<file path="config.mk">
export PLATFORM = sky130hd
export DESIGN_NAME = video_timing_ctrl
export DESIGN_NICKNAME = d
export VERILOG_FILES = /design/src/rtl/video_timing_ctrl.sv
export SDC_FILE = /design/constraint.sdc
export NUM_CORES = 1
export LEC_CHECK = 0
export BUFFER_PORTS_ARGS = -buffer_cell sky130_fd_sc_hd__buf_2
export CAP_MARGIN = 20
export CORE_ASPECT_RATIO = 0.5
export CORE_MARGIN = 2
export CORE_UTILIZATION = 57
export CTS_BUF_LIST = sky130_fd_sc_hd__clkbuf_4 sky130_fd_sc_hd__clkbuf_8 sky130_fd_sc_hd__clkbuf_16
export CTS_CLUSTER_DIAMETER = 80
export CTS_CLUSTER_SIZE = 40
export DETAILED_ROUTE_END_ITERATION = 16
export PLACE_DENSITY = 0.79
export SYNTH_ARGS = -nofsm -noshare
export SYNTH_HDL_FRONTEND = slang
export SYNTH_SLANG_ARGS = --single-unit
export TNS_END_PERCENT = 30
</file>
<file path="constraint.sdc">
create_clock -name fpga_CLK_AUX -period 2.1 [get_ports fpga_CLK_AUX]
set_input_delay 0.105 -clock fpga_CLK_AUX [delete_from_list [all_inputs] [get_ports fpga_CLK_AUX]]
set_output_delay 0.105 -clock fpga_CLK_AUX [all_outputs]
set_load 0.05 [all_outputs]
</file>
<file path="src/rtl/video_timing_ctrl.sv">
// Video timing controller: programmable raster (default 720x480p60) with
// registered sync/DE/coordinate outputs and one line-prefetch request per
// displayed line, issued in horizontal blanking with a req/ack handshake.
module video_timing_ctrl #(
  parameter int HDISP  = 720,
  parameter int HFP    = 16,
  parameter int HPULSE = 62,
  parameter int HBP    = 60,
  parameter int VDISP  = 480,
  parameter int VFP    = 9,
  parameter int VPULSE = 6,
  parameter int VBP    = 30,
  localparam int HTOTAL = HDISP + HFP + HPULSE + HBP,
  localparam int VTOTAL = VDISP + VFP + VPULSE + VBP,
  localparam int XW     = $clog2(HDISP),
  localparam int YW     = $clog2(VDISP)
) (
  input  logic          fpga_CLK_AUX,
  input  logic          n_rst,
  input  logic          enable,
  output logic          vid_HS,
  output logic          vid_VS,
  output logic          vid_DE,
  output logic [XW-1:0] vid_X,
  output logic [YW-1:0] vid_Y,
  output logic          frame_start,
  output logic          line_req,
  output logic [YW-1:0] line_num,
  input  logic          line_ack,
  output logic          underrun
);

  localparam int HCW = $clog2(HTOTAL);
  localparam int VCW = $clog2(VTOTAL);

  localparam logic [HCW-1:0] H_DISP = HCW'(HDISP);
  localparam logic [HCW-1:0] H_SS   = HCW'(HDISP + HFP);
  localparam logic [HCW-1:0] H_SE   = HCW'(HDISP + HFP + HPULSE - 1);
  localparam logic [HCW-1:0] H_LAST = HCW'(HTOTAL - 1);
  localparam logic [VCW-1:0] V_DISP = VCW'(VDISP);
  localparam logic [VCW-1:0] V_DLST = VCW'(VDISP - 1);
  localparam logic [VCW-1:0] V_SS   = VCW'(VDISP + VFP);
  localparam logic [VCW-1:0] V_SE   = VCW'(VDISP + VFP + VPULSE - 1);
  localparam logic [VCW-1:0] V_LAST = VCW'(VTOTAL - 1);

  typedef enum logic [1:0] {S_IDLE, S_RUN, S_DRAIN} state_t;

  state_t         state;
  logic [HCW-1:0] hcnt;
  logic [VCW-1:0] vcnt;
  logic           last_col;  // output-aligned: pins currently show column HTOTAL-1

  logic           h_end, v_end, run, start;
  logic           de_n, hs_n, vs_n, issue;
  logic [YW-1:0]  next_num;

  assign h_end = (hcnt == H_LAST);
  assign v_end = (vcnt == V_LAST);
  assign run   = (state != S_IDLE);
  assign start = (state == S_IDLE) && enable;

  // Counter decode, registered below so pins lag the counters by one cycle
  assign de_n     = (hcnt < H_DISP) && (vcnt < V_DISP);
  assign hs_n     = !((hcnt >= H_SS) && (hcnt <= H_SE));
  assign vs_n     = !((vcnt >= V_SS) && (vcnt <= V_SE));
  // Prefetch the next displayed line; the last raster line prefetches line 0
  assign issue    = (hcnt == H_DISP) && ((vcnt < V_DLST) || v_end);
  assign next_num = v_end ? '0 : YW'(vcnt + VCW'(1));

  // Run control: start/stop only take effect on frame boundaries
  always_ff @(posedge fpga_CLK_AUX or negedge n_rst) begin
    if (!n_rst) begin
      state <= S_IDLE;
    end else begin
      case (state)
        S_IDLE:  if (enable) state <= S_RUN;
        S_RUN:   if (!enable) state <= S_DRAIN;
        S_DRAIN: begin
          if (enable)             state <= S_RUN;
          else if (h_end && v_end) state <= S_IDLE;
        end
        default: state <= S_IDLE;
      endcase
    end
  end

  // Raster counters: held at zero while idle, free-running otherwise
  always_ff @(posedge fpga_CLK_AUX or negedge n_rst) begin
    if (!n_rst) begin
      hcnt <= '0;
      vcnt <= '0;
    end else if (!run) begin
      hcnt <= '0;
      vcnt <= '0;
    end else if (h_end) begin
      hcnt <= '0;
      vcnt <= v_end ? '0 : vcnt + 1'b1;
    end else begin
      hcnt <= hcnt + 1'b1;
    end
  end

  // Output registers, line request handshake and sticky underrun
  always_ff @(posedge fpga_CLK_AUX or negedge n_rst) begin
    if (!n_rst) begin
      vid_HS      <= 1'b1;
      vid_VS      <= 1'b1;
      vid_DE      <= 1'b0;
      vid_X       <= '0;
      vid_Y       <= '0;
      frame_start <= 1'b0;
      line_req    <= 1'b0;
      line_num    <= '0;
      underrun    <= 1'b0;
      last_col    <= 1'b0;
    end else if (!run) begin
      vid_HS      <= 1'b1;
      vid_VS      <= 1'b1;
      vid_DE      <= 1'b0;
      vid_X       <= '0;
      vid_Y       <= '0;
      frame_start <= 1'b0;
      line_req    <= 1'b0;
      line_num    <= '0;
      last_col    <= 1'b0;
      if (start) underrun <= 1'b0;
    end else begin
      vid_HS      <= hs_n;
      vid_VS      <= vs_n;
      vid_DE      <= de_n;
      vid_X       <= de_n ? hcnt[XW-1:0] : '0;
      vid_Y       <= de_n ? vcnt[YW-1:0] : '0;
      frame_start <= (hcnt == '0) && (vcnt == '0);
      last_col    <= h_end;
      // line_req lives in pin timing, so its deadline is the last pin column
      if (line_req) begin
        if (line_ack) begin
          line_req <= 1'b0;
        end else if (last_col) begin
          line_req <= 1'b0;
          underrun <= 1'b1;
        end
      end else if (issue) begin
        line_req <= 1'b1;
        line_num <= next_num;
      end
    end
  end

endmodule

</file>
# ---- Word-level counts from Yosys, hierarchy flattened
# Cells that the tools add are included.
dict set report totals {
  register_bits 57
  input_bits 4
  output_inout_bits 34
  wordCells 87
}
dict set report op_classes {
  addsub 2
  order_cmp 7
  eq_ne 14
  mux 33
  n_reduce_logical 18
}
# operator count
set ops {}
lappend ops {{10-bit two-way mux} 7}
lappend ops {{9-bit two-way mux} 6}
lappend ops {{10-bit equality test (second input constant)} 3}
lappend ops {{10-bit by 1-bit adder with 10-bit output (second input constant)} 2}
lappend ops {{10-bit logical NOT} 2}
lappend ops {{10-bit by 9-bit less-than comparator with 1-bit output (second input constant)} 2}
lappend ops {{1-bit two-way mux} 15}
lappend ops {{2-bit != test (second input constant)} 7}
lappend ops {{10-bit >= comparator (second input constant)} 1}
lappend ops {{10-bit by 9-bit >= comparator with 1-bit output (second input constant)} 1}
lappend ops {{10-bit less-or-equal comparator (second input constant)} 1}
lappend ops {{10-bit by 9-bit less-or-equal comparator with 1-bit output (second input constant)} 1}
lappend ops {{10-bit less-than comparator (second input constant)} 1}
lappend ops {{2-bit two-way mux} 4}
lappend ops {{1-bit logical AND} 7}
lappend ops {{2-bit one-hot mux with 3 select lines} 1}
lappend ops {{4-bit AND reduction} 1}
lappend ops {{2-bit nonzero test} 2}
lappend ops {{3-bit != test (second input constant)} 1}
lappend ops {{3-bit AND reduction} 1}
lappend ops {{2-bit by 1-bit equality test with 1-bit output (second input constant)} 1}
lappend ops {{2-bit equality test (second input constant)} 1}
lappend ops {{1-bit logical NOT} 2}
lappend ops {{2-bit logical NOT} 1}
lappend ops {{3 further kinds} 3}

# ---- Logic depth before layout (Yosys ltp)
dict set report logic_depth {
  ltp_word 6
  depth_mapped 8
}

# ---- Least setup slack after synthesis
# Ideal clock, no wire load.
dict set report synth_timing {
  kind {reg2reg}
  start {register hcnt[0]}
  end {register line_num[6]}
  setup_time_ps 79
  t_arrival_ps 1753
  required_ps 2021
  path_slack_ps 268
  path_stages_with_launch 8
  path_buffers 1
  synth_period_minus_slack_ps 1832
  path_cell_list {dfrtp_1 > inv_1 > ha_1 > or4b_4 > nor4_2 > o2111a_1 > buf_6 > mux2i_1}
}
dict set report synth_between {
  elab_chain_len 4
}
# element line_no
set synth_lines {}
lappend synth_lines {{start, declared} 49} ;# logic [HCW-1:0] hcnt;
lappend synth_lines {{start signal, assigned} 99} ;# hcnt <= hcnt + 1'b1;
lappend synth_lines {{10-bit equality test} 67} ;# assign issue = (hcnt == H_DISP) && ((vcnt < V_DLST) || v_end);
lappend synth_lines {{1-bit logical AND} 67}
lappend synth_lines {{2-bit by 1-bit != test with 1-bit output (no source line)} -}
lappend synth_lines {{2-bit AND reduction (no source line)} -}
lappend synth_lines {{end signal, assigned} 145} ;# line_num <= next_num;
lappend synth_lines {{end, declared} 28} ;# output logic [YW-1:0] line_num,
# Every way passes these cells.
# A chain may end at the register's enable or synchronous reset.

# ---- Worst setup path in the final report
dict set report layout_timing {
  start {register hcnt[0]}
  end {register line_num[7]}
}
# The elaborated chain is that of the path after synthesis.

==> flow_summary.json <==
{
  "r2r_cells": 7,
  "routed_via_density": 5.489,
  "swShare_pct": 27.62,
  "power.internal_mw": 1.854,
  "worst_path_max_delay_cell": "or4b_4",
  "synthCells": 264,
  "cts_sinks": 57,
  "dr.pass1.iters": 4,
  "htreeDepth": 3,
  "critical_path.top_delay_family": "simple AND/OR/NAND/NOR gates",
  "ys.flop_type": "dfrtp_1",
  "grt_max_degree": 25,
  "hold_viol": 0,
  "worstPathCellList": "inv_1 > ha_1 > or4b_4 > nor4_4 > o2111a_2 > buf_12 > mux2i_1",
  "r2r_start": "hcnt[0]",
  "overflow": 0,
  "syn_avg_cell_area_um2": 10.30,
  "drc": 0,
  "grt_usage_pct": 24.81,
  "synth_area_mm2": 0.002719,
  "synth_warnings": 0,
  "power_frac_clock_pct": 38.1,
  "status": "complete, no violations",
  "grt_pass1_wl_um": 9735,
  "cts-root-buf": "clkbuf_8",
  "antenna_left": 0,
  "insertion_delay_ns": 0.33,
  "worstSetupStartpoint": "hcnt[0]",
  "die-area_mm2": 0.005372,
  "drv_slew": 0,
  "ir_drop_uv": 415.7,
  "synth_fp_nets": 276,
  "worstSetupEndpointType": "register",
  "cp_max_fo": 10,
  "start_util_pct": 60.58,
  "synth_cell_type_count": 47,
  "crit_buf_inv": 2,
  "grt_pass1_vias": 2000,
  "multi_input_area_mm2": 0.001171,
  "place_congestion": 0.8896,
  "final_area_mm2": 0.003256,
  "grt_setup_unrepaired": "false",
  "portBuffers": 37,
  "crit_required_ns": 2.36,
  "ys_ff_latch": 57,
  "postSynth.asyncResetShare_pct": 100.0,
  "setup_ws_ns": 0.09911,
  "pwr-share-seq_pct": 46.3,
  "cp.depth": 7,
  "p_switching_mw": 0.7076,
  "vias": 2086,
  "instances_no_fill": 380,
  "nFillCells": 301,
  "path_clk_slew_ns": 0.07,
  "ys_seq_area_share_pct": 52.55,
  "ios": 38,
  "clock_path_buffers": 2,
  "holdCritStartpoint": "line_ack",
  "period_needed_ns": 2.001,
  "synth_edf_count": 0,
  "worstMarginPinSlew_ns": 0.4797,
  "drive_above_1_share_pct": 26.11,
  "nNetsFinal": 321,
  "cp_data_arrival_time_ns": 2.26,
  "ff2ff_setup_slack_ns": 0.1,
  "seq_area_mm2": 0.001430,
  "power_frac_comb_pct": 15.7,
  "timing.fmax_mhz": 499.8,
  "dieWidth_um": 101.7,
  "cpPeakStageDelay_ns": 0.48,
  "antenna_found_initial": 0,
  "post-route-period-util_pct": 95.28,
  "pre_cts_slack_ns": 0.04243,
  "dpl.cell_count": 360,
  "setup-tns-final_ns": 0,
  "drv_cap": 0,
  "routedWlPerCell_um": 15.24,
  "area_growth_pct": 19.74,
  "cts_tree": "yes",
  "place_area_mm2": 0.003009,
  "hold_depth": 3,
  "clock_skew_ns": 0.007749,
  "row_count": 17,
  "p_per_area_mw_per_mm2": 786.9,
  "dpl.hpwl_um": 4010,
  "drt-total-wl_um": 5791,
  "fin_hold_ws_ns": 0.1130,
  "hold_path.class": "in -> reg",
  "setup_viol": 0,
  "setup.worst_path.start_class": "register",
  "core_area_mm2": 0.004488,
  "die_y_um": 52.84,
  "antenna_cells": 0,
  "leakage_nw": 1.552,
  "drtIter0Drc": 121,
  "critPathKind": "reg -> reg",
  "slew_headroom_pct": 68.02,
  "cts-buffers-inserted": 9
}
## metal layers
metal	global-route usage (%)	up-vias	wire [µm]
li1	-	1007	-
met1	32.59	1008	2644
met2	38.93	64	2771
met3	9.200	7	328
met4	6.757	0	46
met5	0	-	0
## power by group through the flow
stage / Combinational, mW / Sequential, mW / Clock (mW)
floorplan: 0.166 / 1.29 / 0
global placement: 0.360 / 1.20 / 0
detailed placement: 0.370 / 1.21 / 0
CTS: 0.375 / 1.19 / 0.984
global route: 0.438 / 1.19 / 1.05
finish: 0.401 / 1.19 / 0.975
## per-stage QoR
stage               power, mW  utilization [%]
floorplan               1.457                -
global placement        1.563            67.05
detailed placement      1.578            67.05
CTS                     2.547            71.87
global route            2.676            72.54
finish                  2.562            72.54
## cells in the mapped netlist (all sizes together), types with 3 or more instances
master	instances	area share [%]
a21oi	3	0.55
buf	11	2.3
and2	19	4.4
dfrtp	55	51
nand2	23	3.5
o21ai	6	1.1
nand3b	3	0.83
nor3	7	1.3
nor4	7	2.3
a31oi	10	2.3
nand4	6	1.4
inv	10	1.4
and3	3	0.69
o21a	3	0.83
xor2	3	0.97
xnor2	8	2.6
ha	8	3.7
clkbuf	10	1.4
nor2	18	2.5
mux2i	10	3.7
nand3	17	3.1
## layout by cell type (no fill, tap or decap), drive strengths merged, types with 7 or more instances in the layout
cell type	Yosys	layout
xnor2	8	8
nor3	7	7
nand2	23	23
nor2	18	18
dfrtp	55	55
a31oi	10	10
mux2i	10	10
nor4	7	7
ha	8	8
buf	11	53
and2	19	19
nand3	17	17
clkbuf	10	14
inv	10	10
## kinds of logic (layout without fill, tap and decap cells)
group / after synthesis / count (layout) / share of synthesized area [%]
simple gates: 110 / 110 / 22.04
xor+xnor: 11 / 11 / 3.544
fa+ha+maj: 8 / 8 / 3.682
buf+inv: 31 / 81 / 5.108
flops: 57 / 57 / 52.55
mux: 10 / 10 / 3.682
compound gates: 37 / 37 / 9.388
## worst reg2reg max path, cell delays in order (launching register included)
cell and delay [ns]:
dfrtp_2 0.44, inv_1 0.09, ha_1 0.14, or4b_4 0.48
nor4_4 0.15, o2111a_2 0.26, buf_12 0.14, mux2i_1 0.21
## what timing repair did
action / in CTS / in global routing
hold buffers: 2 / 0
buffers inserted: 0 / 2
setup endpoints to repair: 0 / 14
resized for setup: 0 / 4
endpoints found under the hold margin: 21 / 0
## sequential cells by signal (all words and copies together) (netlist names)
signal and count:
hcnt 10, vcnt 10, vid_X 10, line_num 9, vid_Y 9, state 2, frame_start 1, last_col 1
line_req 1, underrun 1, vid_DE 1, vid_HS 1, vid_VS 1
## final timing paths
check                         endpoint
setup reg to reg           line_num[7]
hold reg to reg                hcnt[0]
min in group asynchronous  line_num[0]
setup / recovery           line_num[7]
max in group asynchronous      hcnt[0]
hold / removal                line_req
## layout make-up
cell class,instances,area share (%)
inverter,10,1.153
timing repair buffer,55,10.38
tap,66,2.537
clock buffer,14,5.726
clock inverter,2,0.3075
multi-input combinational,176,35.97
sequential,57,43.93
No activity file was read; power rests on OpenSTA's default activity.
